$ cat src/rtl/alu_operand_loader_pkg.sv
// Shared definitions for the ALU operand loader: FSM states and datapath widths.
package alu_operand_loader_pkg;

    // Encoding 2'd3 is never entered; the FSM treats it as LOAD_A.
    typedef enum logic [1:0] {
        LOAD_A = 2'd0,
        LOAD_B = 2'd1,
        DRIVE  = 2'd2
    } state_e;

    localparam int unsigned OPND_W = 4;
    localparam int unsigned HOLD_W = 4;

endpackage

$ cat src/rtl/alu_operand_loader_hold_timer.sv
// Minimum-hold counter plus acknowledge latch for the operand gate window.
module hold_timer
    import alu_operand_loader_pkg::*;
#(
    parameter int unsigned HOLD_CYCLES = 1
) (
    input  logic clk,
    input  logic rst_n,
    input  logic load,
    input  logic clear,
    input  logic run,
    input  logic ack,
    output logic expired_and_acked
);

    localparam logic [HOLD_W-1:0] LOAD_VAL = HOLD_W'(HOLD_CYCLES - 1);

    logic [HOLD_W-1:0] cnt_d, cnt_q;
    logic              ack_seen_d, ack_seen_q;

    // Next counter / ack latch value: clear beats load beats run.
    always_comb begin
        cnt_d      = cnt_q;
        ack_seen_d = ack_seen_q;
        if (clear) begin
            cnt_d      = '0;
            ack_seen_d = 1'b0;
        end else if (load) begin
            cnt_d      = LOAD_VAL;
            ack_seen_d = 1'b0;
        end else if (run) begin
            if (cnt_q != '0) begin
                cnt_d = cnt_q - 1'b1;
            end
            if (ack) begin
                ack_seen_d = 1'b1;
            end
        end
    end

    // Counter and ack latch registers.
    always_ff @(posedge clk or negedge rst_n) begin
        if (!rst_n) begin
            cnt_q      <= '0;
            ack_seen_q <= 1'b0;
        end else begin
            cnt_q      <= cnt_d;
            ack_seen_q <= ack_seen_d;
        end
    end

    assign expired_and_acked = (cnt_q == '0) && (ack || ack_seen_q);

endmodule

$ cat src/rtl/alu_operand_loader.sv
// Operand loader: takes A then B nibbles over valid/ready, then drives the
// gate enable D until the hold time has elapsed and downstream has acked.
module alu_operand_loader
    import alu_operand_loader_pkg::*;
#(
    parameter int unsigned HOLD_CYCLES = 1
) (
    input  logic       clk,
    input  logic       rst_n,
    input  logic       in_valid,
    output logic       in_ready,
    input  logic [3:0] in_data,
    input  logic       abort,
    input  logic       opnd_ack,
    output logic       D,
    output logic       A3,
    output logic       A2,
    output logic       A1,
    output logic       A0,
    output logic       B3,
    output logic       B2,
    output logic       B1,
    output logic       B0,
    output logic       busy,
    output logic       done
);

    state_e            state_d, state_q;
    logic              d_d, d_q;
    logic              done_d, done_q;
    logic              busy_d, busy_q;
    logic [OPND_W-1:0] a_d, a_q;
    logic [OPND_W-1:0] b_d, b_q;

    logic tmr_load, tmr_clear, tmr_run, tmr_expired;
    logic xfer;

    // Ready in both load states (including the unused encoding) unless aborting.
    assign in_ready = (state_q != DRIVE) && !abort;
    assign xfer     = in_valid && in_ready;

    // Next-state and registered-output logic; abort overrides everything.
    always_comb begin
        state_d   = state_q;
        d_d       = d_q;
        done_d    = 1'b0;
        a_d       = a_q;
        b_d       = b_q;
        tmr_load  = 1'b0;
        tmr_clear = 1'b0;
        tmr_run   = 1'b0;
        if (abort) begin
            state_d   = LOAD_A;
            d_d       = 1'b0;
            tmr_clear = 1'b1;
        end else begin
            case (state_q)
                LOAD_B: begin
                    if (xfer) begin
                        b_d      = in_data;
                        tmr_load = 1'b1;
                        d_d      = 1'b1;
                        state_d  = DRIVE;
                    end
                end
                DRIVE: begin
                    tmr_run = 1'b1;
                    if (tmr_expired) begin
                        d_d     = 1'b0;
                        done_d  = 1'b1;
                        state_d = LOAD_A;
                    end
                end
                default: begin
                    state_d = LOAD_A;
                    if (xfer) begin
                        a_d     = in_data;
                        state_d = LOAD_B;
                    end
                end
            endcase
        end
        busy_d = (state_d != LOAD_A);
    end

    // FSM state and output registers.
    always_ff @(posedge clk or negedge rst_n) begin
        if (!rst_n) begin
            state_q <= LOAD_A;
            d_q     <= 1'b0;
            done_q  <= 1'b0;
            busy_q  <= 1'b0;
            a_q     <= '0;
            b_q     <= '0;
        end else begin
            state_q <= state_d;
            d_q     <= d_d;
            done_q  <= done_d;
            busy_q  <= busy_d;
            a_q     <= a_d;
            b_q     <= b_d;
        end
    end

    hold_timer #(
        .HOLD_CYCLES(HOLD_CYCLES)
    ) u_hold_timer (
        .clk              (clk),
        .rst_n            (rst_n),
        .load             (tmr_load),
        .clear            (tmr_clear),
        .run              (tmr_run),
        .ack              (opnd_ack),
        .expired_and_acked(tmr_expired)
    );

    assign D    = d_q;
    assign done = done_q;
    assign busy = busy_q;
    assign A3   = a_q[3];
    assign A2   = a_q[2];
    assign A1   = a_q[1];
    assign A0   = a_q[0];
    assign B3   = b_q[3];
    assign B2   = b_q[2];
    assign B1   = b_q[1];
    assign B0   = b_q[0];

endmodule
$ cat config.mk
export PLATFORM = sky130hd
export DESIGN_NAME = alu_operand_loader
export DESIGN_NICKNAME = d
export VERILOG_FILES = /design/src/rtl/alu_operand_loader_pkg.sv /design/src/rtl/alu_operand_loader_hold_timer.sv /design/src/rtl/alu_operand_loader.sv
export SDC_FILE = /design/constraint.sdc
export NUM_CORES = 1
export LEC_CHECK = 0
export BUFFER_PORTS_ARGS = -buffer_cell sky130_fd_sc_hd__buf_4
export CORE_MARGIN = 2
export CORE_UTILIZATION = 33
export DETAILED_ROUTE_END_ITERATION = 10
export REMOVE_ABC_BUFFERS = 1
export SLEW_MARGIN = 20
export SYNTH_ARGS = -nofsm -noshare
export SYNTH_HDL_FRONTEND = slang
export SYNTH_SLANG_ARGS = --single-unit
$ cat constraint.sdc
create_clock -name clk -period 3.73 [get_ports clk]
set_input_delay 0.1865 -clock clk [delete_from_list [all_inputs] [get_ports clk]]
set_output_delay 0.1865 -clock clk [all_outputs]
set_load 0.05 [all_outputs]
* Yosys cells after proc, flatten, opt, wreduce, memory -nomap -nowiden
Cells that the tools add are included.
** Storage, ports and cells
- Bits in registers :: 18
- Latch bits :: 0
- Memory bits (writable) :: 0
- Memory bits (read-only) :: 0
- Input port bits :: 9
- Memories kept :: 0
** Cells by class
- $add $sub $neg :: 1
- Multipliers :: 0
- Div/mod/pow operators :: 0
- Magnitude comparators :: 0
- Equal/unequal tests :: 5
- Shifts and indexed selects :: 0
- Mux-type cells :: 26
- Bitwise operators :: 2
- Reduce and logical (&&, ||, !) cells :: 18
** Operators with widths (number)
- $mux W1 :: 17
- $mux W4 :: 4
- $reduce_bool A3 Y1 :: 4
- $reduce_and A3 Y1 :: 3
- $mux W2 :: 3
- $ne A3 B3 Y1 const B :: 2
- $logic_not A4 Y1 :: 1
- $pmux W2 S2 :: 1
- $reduce_and A2 Y1 :: 2
- $reduce_bool A4 Y1 :: 1
- $sub A4 B1 Y4 const B :: 1
- $logic_and A1 B1 Y1 :: 3
- $eq A2 B1 Y1 const B :: 1
- $eq A2 B2 Y1 const B :: 1
- $ne A2 B2 Y1 const B :: 1
- $not A1 Y1 :: 2
- $pmux W1 S2 :: 1
- $reduce_bool A2 Y1 :: 1
- $reduce_or A2 Y1 :: 1
- $logic_not A1 Y1 :: 1
- $logic_or A1 B1 Y1 :: 1

* Depth between registers and ports, before layout
Gate-level depths: netlist (run 1).
- Depth in word-level cells :: 8
- Mapped depth :: 6
- Gate-level depth less buffers :: 5

* Cells and area by module
A second synthesis (run 1) with hierarchy kept.
** Unflattened totals
- Cells, all modules :: 76
- Area total of the unflattened synthesis :: 885.8 sq um
** By module, submodules not included
- alu_operand_loader :: instances 1, cells an instance 47, area an instance 601.8 sq um, seq. area each 325.3 sq um
- hold_timer :: instances 1, cells an instance 29, area an instance 284.0 sq um, seq. area each 125.1 sq um

* Least setup slack after synthesis (run 1)
Ideal clock, no wire load.
- Path kind :: register to register
- Start point :: register state_q[0]
- End point :: register busy_q (netlist: busy)
- Data arrival time :: 1470 ps
- Slack :: 2126 ps
- Stages on the path, launching flop included :: 7
- Period minus slack after synthesis :: 1604 ps
- Path through :: dfrtp_1 -> inv_1 -> ha_1 -> buf_4 -> or3b_2 -> a211oi_1 -> o21ai_0
** Between the ends
- Longest elaborated chain between the ends :: 7
- Elaborated cells between the ends (all ways) :: 11
** Ends and longest elaborated chain
- start, declared :: RTL line alu_operand_loader.sv:28 : state_e state_d, state_q;
- start signal, assigned :: RTL line alu_operand_loader.sv:96 : state_q <= state_d;
- $ne A2 B2 Y1 :: RTL line alu_operand_loader.sv:39 : assign in_ready = (state_q != DRIVE) && !abort;
- $logic_and A1 B1 Y1 :: RTL line alu_operand_loader.sv:39
- $logic_and A1 B1 Y1 :: RTL line alu_operand_loader.sv:40 : assign xfer = in_valid && in_ready;
- $mux W1 / $mux W2 (equally long branches) :: RTL line alu_operand_loader.sv:76, alu_operand_loader.sv:59
- $pmux W2 S2 * :: RTL line alu_operand_loader.sv:57 : case (state_q)
- $mux W2 * :: RTL line alu_operand_loader.sv:52 : if (abort) begin
- $reduce_bool A2 Y1 * :: RTL line alu_operand_loader.sv:83 : busy_d = (state_d != LOAD_A);
- via busy_d :: RTL line alu_operand_loader.sv:31 : logic busy_d, busy_q;
- end signal, assigned :: RTL line alu_operand_loader.sv:99 : busy_q <= busy_d;
- end, declared :: RTL line alu_operand_loader.sv:31
The timed path passes the listed nets; every way through them passes the cells marked *.
A chain may end at the register's enable or synchronous reset.

* Final worst setup path (run 1)
- Start point :: register state_q[0]
- End point :: register u_hold_timer.cnt_q[3]
** Between the ends
- Longest elaborated chain between the ends :: 8
- Elaborated cells between the ends (all ways) :: 15
** Ends and longest elaborated chain
- $ne A2 B2 Y1 :: RTL line alu_operand_loader.sv:39
- $logic_and A1 B1 Y1 :: RTL line alu_operand_loader.sv:39
- $logic_and A1 B1 Y1 :: RTL line alu_operand_loader.sv:40
- $mux W1 :: RTL line alu_operand_loader.sv:59 : if (xfer) begin
- $mux W1 :: RTL line alu_operand_loader.sv:57
- $mux W1 :: RTL line alu_operand_loader.sv:52
- $reduce_bool A3 Y1 (no line) / $mux W4 (equally long branches)
- $reduce_and A2 Y1 (no line) / $mux W4 (equally long branches)
- end signal, assigned :: RTL line alu_operand_loader_hold_timer.sv:47 : cnt_q <= cnt_d;
- end, declared :: RTL line alu_operand_loader_hold_timer.sv:18 : logic [HOLD_W-1:0] cnt_d, cnt_q;
Several ways; a longest one is shown, not always the timed one.

==> results of run 1 <==
## cells by family (layout without fill, tap and decap cells)
kind of cell / count (synthesis) / in the layout / share of synthesized area
fa+ha+maj: 4 / 4 / 0.0587
simple gates: 16 / 16 / 0.125
compound gates: 19 / 19 / 0.133
flops: 18 / 18 / 0.528
buf+inv: 10 / 33 / 0.0499
mux: 8 / 8 / 0.106
## per-stage QoR
| step | utilization | std cells | worst slack, ns | total power (uW) | hold slack (ns) |
|---|---|---|---|---|---|
| final | 0.438 | 128 | 1.96 | 491 | 0.136 |
| after global routing | 0.438 | 128 | 1.81 | 515 | 0.118 |
| after CTS | 0.438 | 128 | 1.95 | 499 | 0.125 |
| after detailed placement | 0.419 | 123 | 1.98 | 380 | 0.0650 |
| after global placement | 0.419 | 123 | 2.02 | 378 | 0.0635 |
| after floorplan | - | 73 | 2.16 | 329 | -0.109 |
## registers in the layout, indices dropped and copies added, names as in the netlist
signal and flops:
u_hold_timer.ack_seen_q 1, done 1, D 1, a_q 4, state_q 2, u_hold_timer.cnt_q 4
b_q 4, busy 1
## final timing paths
check                                              to  slack (ns)  cells past startpoint
max in group asynchronous                        busy        3.24                      2
min in group asynchronous                  state_q[1]        0.30                      2
worst max register to register  u_hold_timer.cnt_q[3]        1.96                      5
worst min register to register                 a_q[1]        0.52                      1
worst min-delay path                             done        0.14                      2
worst max-delay path            u_hold_timer.cnt_q[3]        1.96                      5
## layout make-up
cell class / instances / share of cell area
repair buffers: 21 / 0.149
clock buffers: 4 / 0.0338
flip-flops and latches: 18 / 0.419
inverters: 8 / 0.0279
well taps: 30 / 0.0349
multi-input cells: 47 / 0.335
## layer usage
metal	vias up	track usage
li1	315	-
met5	-	0
met2	13	0.183
met3	2	0.0301
met1	297	0.179
met4	0	0.0500
## power by group through the flow
stage / combinational, uW / sequential (uW) / clock (uW)
floorplan: 28.8 / 300 / 0
global placement: 149 / 230 / 0
detailed placement: 150 / 230 / 0
CTS: 151 / 227 / 122
global route: 157 / 229 / 129
finish: 149 / 226 / 115
## placed cells by master (no fill, tap or decap), drive strengths merged
cell and n:
dfrtp 18, a211oi 1, and4bb 1, a31o 1, nand3 1, clkbuf 4
ha 4, a21oi 6, o21bai 1, o31ai 1, inv 8, nor3 1
mux2 8, nor2 2, o221ai 1, nor3b 2, o21ai 7, or4 2
or3b 2, dlygate4sd3 1, buf 20, or3 2, nand2 3, o311ai 1
## critical path, stage by stage (launching register included)
cell and delay [ns]:
dfrtp_1 0.41, inv_1 0.08, ha_1 0.33, inv_1 0.18
or4_1 0.54, a21oi_1 0.16
## timing repair
action | 4_1_cts | 5_1_grt
setup buffers | 0 | 0
hold buffers | 1 | 0
endpoints found under the hold margin | 18 | 0
endpoints found under the setup margin | 0 | 0
gates resized for setup | 0 | 0
==> results.md, run 1 <==
- Outcome: completed
- Initial antenna violation count: 0
- Relative slew slack: 0.717
- Synth top cells by count: dfrtp_1, inv_1, mux2_2, o21ai_0, a21oi_1
- Mapped Area: approximately 850 sq um
- Yosys Warn Count: 0
- Slew Limit Fails: 0
- Worst Setup End Kind: register
- Gpl congestion: approximately 0.73
- Share of power burned in registers: 0.461
- Internal power: ~330 uW
- CTS tree: yes
- Seq cells post-synth: 18
- Hold Startpoint: abort
- Post-DP HPWL: around 1200 um
- Max-Cap Viols: 0
- Die Height: about 55 um
- Routed len/inst: 12.1 um
- Total number of vias: 627
- Max FO, Critical Path: 9
- Crit path from: state_q[0]
- Total CTS buffers: 3
- Sequential Area: about 450 sq um
- Leading area contributor after synthesis: dfrtp_1
- Yosys cell types: 24
- Crit Reg-Reg Startpoint: state_q[0]
- Synthesized area per cell: approximately 11 sq um
- Top cell type's share of synthesized area: 0.528
- Starting Density: 0.348
- Area Growth Syn to Fin: 26.0%
- Area contributors post-synth: dfrtp_1, mux2_2, ha_1
- Met1 WL: approximately 770 um
- DRT iter0 DRCs: 5
- Clock Path Buffers: 2
- Crit share post-route: 0.475
- Core area: 2450 sq um
- Cell Pwr Density: between 400 and 500 nW/um^2
- Layout cells sized above 1: 0.378
- Routed wl met2: about 700 um
- Clk_lat worst skew: about 0.28 ns
- Max Fclk: about 560 MHz
- Drt total wl: 1550 um
- First-pass GRT wire length: about 2700 um
- Die area: 3010 sq um
- Top-count cell post-synth: dfrtp_1
- RSZ-0062 raised after global routing: no
- Ports: 21
- Final Setup Violations: 0
- NetSw: 165 uW
- Area after DPL: between 1000 and 1500 sq um
- Worst VDD drop: just over 0.0003 V
- # fillers: roughly 240
- Comb power frac: 0.304
- PortBufs: 20
- Fin. Hold Viols: 0
- H-tree Lvls: 1
- Final Skew: ~0.0074 ns
- Crit start category: register
- Post-route ant nets: 0
- Pin count of the biggest net entering global routing: 19
- Prevailing post-synth register cell: dfrtp_1
- Clock sink total: 18
- Final min period: approximately 1.8 ns
- Via density: between 4 and 5
- # DRC: 0
- Vias in the first global route: a little over 600
- Sw Ratio: 0.336
- Setup Crit Path Kind: register to register
- Gr ovfl total: 0
- Clock slew at reported path FFs: roughly 0.1 ns
- EDFF count, synth: 0
- # rows: 18
- Layout Cell Area excl Fill: roughly 1100 sq um
- Worst Path Required: slightly below 4 ns
- HP Class: input pin to register
- Sequential share of the synthesized area: 0.528
- Fraction of registers with async set/reset: 1.00
- Leakage: between 0.0004 and 0.0005 uW
- Crit path arrival time: roughly 2.0 ns
- Setup_tns: 0 ns
- Multi-input gate area: ~360 sq um
- Die X: 54.9 um
- Clk network pwr share: 0.235
- Global router's overall resource usage: 0.126
- N_diodes: 0
- Drt pass-1 iters: 2
- Mapped Cells: between 70 and 80
- Worst Max-Slew Pin Slew: between 0.4 and 0.5 ns
- Root buf cell: clkbuf_4
- Top Metal Used: met4
- Final-stage net count: 112
- Met3 wire length: 77 um
(Power assumes the default switching activity.)
==> run 2, diff against run 1 <==
==> constraint.sdc (replaced) <==
create_clock -name clk -period 1.86 [get_ports clk]
set_input_delay 0.093 -clock clk [delete_from_list [all_inputs] [get_ports clk]]
set_output_delay 0.093 -clock clk [all_outputs]
set_load 0.05 [all_outputs]
==> results.md, run 2 (synthesis gave the netlist of run 1 again) <==
- Post-route ant nets: 0 (unchanged)
- Gr ovfl total: 0 (unchanged)
- # rows: 18 (unchanged)
- Pin count of the biggest net entering global routing: 19 (unchanged)
- Crit share post-route: 0.922 (+0.447)
- Most common cell after layout, fill and taps aside: buf_4
- Worst Path Required: 2.03 ns (-1.92 ns)
- Crit path arrival time: 1.88 ns (-0.11 ns)
- Final min period: 1.71 ns (-0.0577 ns)
- Global router's overall resource usage: 0.123 (-0.00345)
- PortBufs: 20 (unchanged)
- Clock slew at reported path FFs: 0.10 ns (about the same)
- CTS tree: yes
- Routed len/inst: 11.8 um (-2.4%)
- Worst VDD drop: 0.000619 V (+100%)
- Final worst slack: 0.145 ns (-1.81 ns)
- Fin. Hold Viols: 0 (unchanged)
- Cell Pwr Density: 915 nW/um^2 (+100%)
- Area Growth Syn to Fin: 26.2%
- Max FO, Critical Path: 4 (-5)
- Max-Cap Viols: 0 (unchanged)
- Crit start category: register
- Total number of vias: 622 (-0.80%)
- Post-DP HPWL: 1140 um (-1.9%)
- Post-route insts no fill: 128 (unchanged)
- Die Height: 54.9 um (unchanged)
- Die area: 3010 sq um (unchanged)
- Core area: 2450 sq um (unchanged)
- RSZ-0062 raised after global routing: no
- Drt pass-1 iters: 4 (+2)
- Most frequent cells in the layout: buf_4, dfrtp_1, inv_1, mux2_2, o21ai_0
- Vias in the first global route: 571 (-5.5%)
- N_diodes: 0 (unchanged)
- Worst Setup End Kind: register
- HP Class: input pin to register
- Final Skew: 0.00174 ns (-0.00567 ns)
- Clk_lat worst skew: 0.28 ns (about the same)
- Starting Density: 0.348 (unchanged)
- Root buf cell: clkbuf_4
- First-pass GRT wire length: 2610 um (-2.6%)
- Regs by FF count: a_q x4, b_q x4, u_hold_timer.cnt_q x4
- Die X: 54.9 um (unchanged)
- Post-CTS Setup Inserts: 0 (unchanged)
- DRT iter0 DRCs: 9 (+4)
- Layout Cell Area excl Fill: 1080 sq um (+0.23%)
- Relative slew slack: 0.693 (-0.0234)
- Leakage: 0.000497 uW (-0.32%)
- H-tree Lvls: 1 (unchanged)
- DP Worst Slack: 0.137 ns (-1.85 ns)
- Initial antenna violation count: 0 (unchanged)
- Drt total wl: 1510 um (-2.4%)
- Gpl congestion: 0.730 (unchanged)
- Outcome: completed
- Max Fclk: 583 MHz (+3.4%)
- # DRC: 0 (unchanged)
- Clock sink total: 18 (unchanged)
- Setup Crit Path Kind: register to register
- Final Setup Violations: 0 (unchanged)
- Layout cells sized above 1: 0.388 (+0.0102)
- Via density: 4.86 (-0.80%)
- Total CTS buffers: 3 (unchanged)
- Placed Cells: 123 (unchanged)
- Clock Path Buffers: 2 (unchanged)
- Worst Max-Slew Pin Slew: 0.459 ns (+0.0350 ns)
- Setup_tns: 0 ns (unchanged)
- Slew Limit Fails: 0 (unchanged)
- Total power: 986 uW (+100%)
- Ports: 21 (unchanged)
- Area after DPL: 1030 sq um (unchanged)
- Final-stage net count: 112 (unchanged)
==> run 2: cell counts in the layout (fill, tap and decap cells not counted) <==
Identical to the previous run, type by type.
==> run 2: metal layers <==
layer,up-vias,track usage,share of wire
met5,-,0,0
met4,0,0.0500,0.0093
met3,2,0.0273,0.040
met2,11,0.171,0.45
met1,292,0.181,0.50
li1,317,-,-
==> run 2: repair_timing <==
action,CTS,global route
gates resized for setup,0,1
hold buffers,1,0
setup endpoints to repair,0,2
hold endpoints to repair,18,0
==> run 2: power breakdown <==
part           internal [uW]  switching (uW)
logic                    102             196
registers                433            21.2
clock network            119             114
total                    654             332
==> run 2: through the flow <==
step	util	hold slack, ns
3_3_place_gp	0.419	-0.0300
4_1_cts	0.438	0.0254
2_1_floorplan	-	-0.203
6_report	0.439	0.0382
5_1_grt	0.439	0.0196
3_5_place_dp	0.419	-0.0280
==> run 2: cell type report <==
cell class	count	area [sq um]
clock buffers	4	36.3
flip-flops and latches	18	450
well taps	30	37.5
multi-input cells	47	363
repair buffers	21	160
inverters	8	30.0
fillers	234	1380
==> run 2: critical path, cell delays in order, from the launching register on <==
cell and delay [ns]:
dfrtp_1 0.41, inv_1 0.11, ha_1 0.16, or3b_2 0.49, o221ai_1 0.30, o21ai_0 0.13
==> run 2: final timing paths <==
path	slack (ns)	cells past startpoint	endpoint	start
max	0.15	5	busy	u_hold_timer.cnt_q[0]
min	0.04	2	done	abort
max reg2reg	0.15	5	busy	u_hold_timer.cnt_q[0]
min reg2reg	0.52	1	a_q[1]	a_q[1]
max in group asynchronous	1.47	2	u_hold_timer.ack_seen_q	rst_n
min in group asynchronous	0.20	2	b_q[0]	rst_n
==> run 3, diff against run 2 <==
--- a/config.mk
+++ b/config.mk
@@ -7,7 +7,7 @@
 export LEC_CHECK = 0
 export BUFFER_PORTS_ARGS = -buffer_cell sky130_fd_sc_hd__buf_4
 export CORE_MARGIN = 2
-export CORE_UTILIZATION = 33
+export CORE_UTILIZATION = 40
 export DETAILED_ROUTE_END_ITERATION = 10
 export REMOVE_ABC_BUFFERS = 1
 export SLEW_MARGIN = 20
==> results.md, run 3 (synthesis gave the netlist of run 1 again) <==
- Drt total wl: 1690 um (+12%)
- Sw Ratio: 0.347 (+0.0102)
- Total number of vias: 643 (+3.4%)
- H-tree Lvls: 1 (unchanged)
- # DRC: 0 (unchanged)
- Die Height: 50.2 um (-8.5%)
- Share of power burned in registers: 0.454 (-0.007)
- Final Setup Violations: 0 (unchanged)
- Post-route ant nets: 0 (unchanged)
- Crit start category: register
- CTS tree: yes
- Gpl congestion: 0.771 (+5.6%)
- Layout cells sized above 1: 0.388 (unchanged)
- NetSw: 348 uW (+4.7%)
- RSZ-0062 raised after global routing: no
- Max FO, Critical Path: 9 (+5)
- Initial antenna violation count: 0 (unchanged)
- Via density: 5.14 (+5.9%)
- Total CTS buffers: 3 (unchanged)
- Ports: 21 (unchanged)
- Layout Cell Area excl Fill: 1070 sq um (-0.35%)
- Setup_tns: 0 ns (unchanged)
- HP Class: input pin to register
- Max-Cap Viols: 0 (unchanged)
- Vias in the first global route: 593 (+3.9%)
- WHS Path Cells: 2 (unchanged)
- Crit share post-route: 0.917 (-0.00488)
- Clock slew at reported path FFs: 0.11 ns (about the same)
- Leakage: 0.000497 uW (unchanged)
- WP depth: 5 (unchanged)
- Slowest stage delay, CP: 0.53 ns (+0.04 ns)
- N_diodes: 0 (unchanged)
- CP Buf/Inv Count: 2 (+1)
- Clk network pwr share: 0.245 (+0.008)
- Post-route insts no fill: 125 (-2.3%)
- Area after DPL: 1020 sq um (-0.37%)
- Most common cell after layout, fill and taps aside: buf_4
- Most used cell along the critical path: inv_1
- Clock Path Buffers: 2 (unchanged)
- Worst Setup End Kind: register
- Comb power frac: 0.301 (-0.002)
- DP Worst Slack: 0.0705 ns (-0.0664 ns)
- Critical-path cell list: inv_1 -> ha_2 -> inv_1 -> or4_1 -> a21oi_1
- PortBufs: 20 (unchanged)
- Gr ovfl total: 0 (unchanged)
- Internal power: 655 uW (about the same)
- First-pass GRT wire length: 2850 um (+9.2%)
- # rows: 16 (-2)
- Relative slew slack: 0.708 (+0.0143)
- Fin. Hold Viols: 0 (unchanged)
- Worst Max-Slew Pin Slew: 0.438 ns (-0.0214 ns)
- Worst VDD drop: 0.000805 V (+30%)
- Crit path arrival time: 1.93 ns (+0.05 ns)
- Starting Density: 0.431 (+0.0830)
- Outcome: completed
- Routed len/inst: 13.5 um (+14%)
- Max Fclk: 586 MHz (+0.53%)
- Clock sink total: 18 (unchanged)
- Clk_lat worst skew: 0.30 ns (+0.02 ns)
- Cell Pwr Density: 933 nW/um^2 (+2.0%)
- Final min period: 1.71 ns (-0.00908 ns)
- Drt pass-1 iters: 4 (unchanged)
- Worst Reg2Reg Path Length in Cells: 5 (unchanged)
- Placed Cells: 120 (-2.4%)
- Most frequent cells in the layout: buf_4, dfrtp_1, inv_1, mux2_2, o21ai_0
- Global router's overall resource usage: 0.151 (+0.0289)
- Setup Crit Path Kind: register to register
- Slew Limit Fails: 0 (unchanged)
- Core area: 1980 sq um (-19%)
- Die area: 2520 sq um (-16%)
- Crit-path slowest cell: or4_1
- Area Growth Syn to Fin: 25.8%
- Die X: 50.2 um (-8.5%)
- DRT iter0 DRCs: 14 (+5)
- Final-stage net count: 112 (unchanged)
- Pin count of the biggest net entering global routing: 19 (unchanged)
- Family with the most delay on the worst path: simple AND/OR/NAND/NOR gates
- Root buf cell: clkbuf_4
- Post-DP HPWL: 1160 um (+1.6%)
- Worst Path Required: 2.08 ns (+0.05 ns)
- Final worst slack: 0.155 ns (+0.00908 ns)
- Final Skew: 0.00406 ns (+0.00231 ns)
- Regs by FF count: a_q x4, b_q x4, u_hold_timer.cnt_q x4
-- run 3: what timing repair did --
action                                 CTS  global route
hold buffers                             1             0
setup endpoints to repair                0             2
setup buffers                            0             0
endpoints found under the hold margin   18             0
resized for setup                        0             1
-- run 3: cell type report --
| type | count | area (sq um) |
|---|---|---|
| Sequential cell | 18 | 450 |
| Tap cell | 27 | 33.8 |
| Timing Repair Buffer | 21 | 160 |
| Multi-Input combinational cell | 47 | 363 |
| Fill cell | 174 | 908 |
| Clock buffer | 4 | 36.3 |
| Inverter | 8 | 30.0 |
-- run 3: power groups by stage --
stage                     clock [uW]  combinational [uW]  sequential [uW]
final                            246                 302              455
after global routing             276                 315              461
after CTS                        252                 304              456
after detailed placement           0                 301              462
after global placement             0                 300              461
after floorplan                    0                57.7              601
-- run 3: worst paths after layout --
path | startpoint | to | slack (ns)
min reg2reg | a_q[3] | a_q[3] | 0.52
min in group asynchronous | rst_n | u_hold_timer.cnt_q[3] | 0.18
max reg2reg | state_q[0] | u_hold_timer.cnt_q[2] | 0.15
min | abort | done | 0.03
max | state_q[0] | u_hold_timer.cnt_q[2] | 0.15
max in group asynchronous | rst_n | state_q[0] | 1.48
-- run 3: per-stage QoR --
step | hold slack [ns] | total power, uW | utilization
global route | 0.00985 | 1050 | 0.542
finish | 0.0276 | 1000 | 0.542
detailed placement | -0.0245 | 763 | 0.517
CTS | 0.0173 | 1010 | 0.540
global placement | -0.0253 | 760 | 0.517
floorplan | -0.203 | 659 | -
-- run 3: layer usage --
layer  share of wire  global-route usage  up-vias  wire [um]
li1                -                   -      313          -
met2            0.47               0.215       21        784
met4          0.0059              0.0417        0         10
met3           0.062              0.0685        2        105
met1            0.47               0.208      307        786
met5               0                   0        -          0
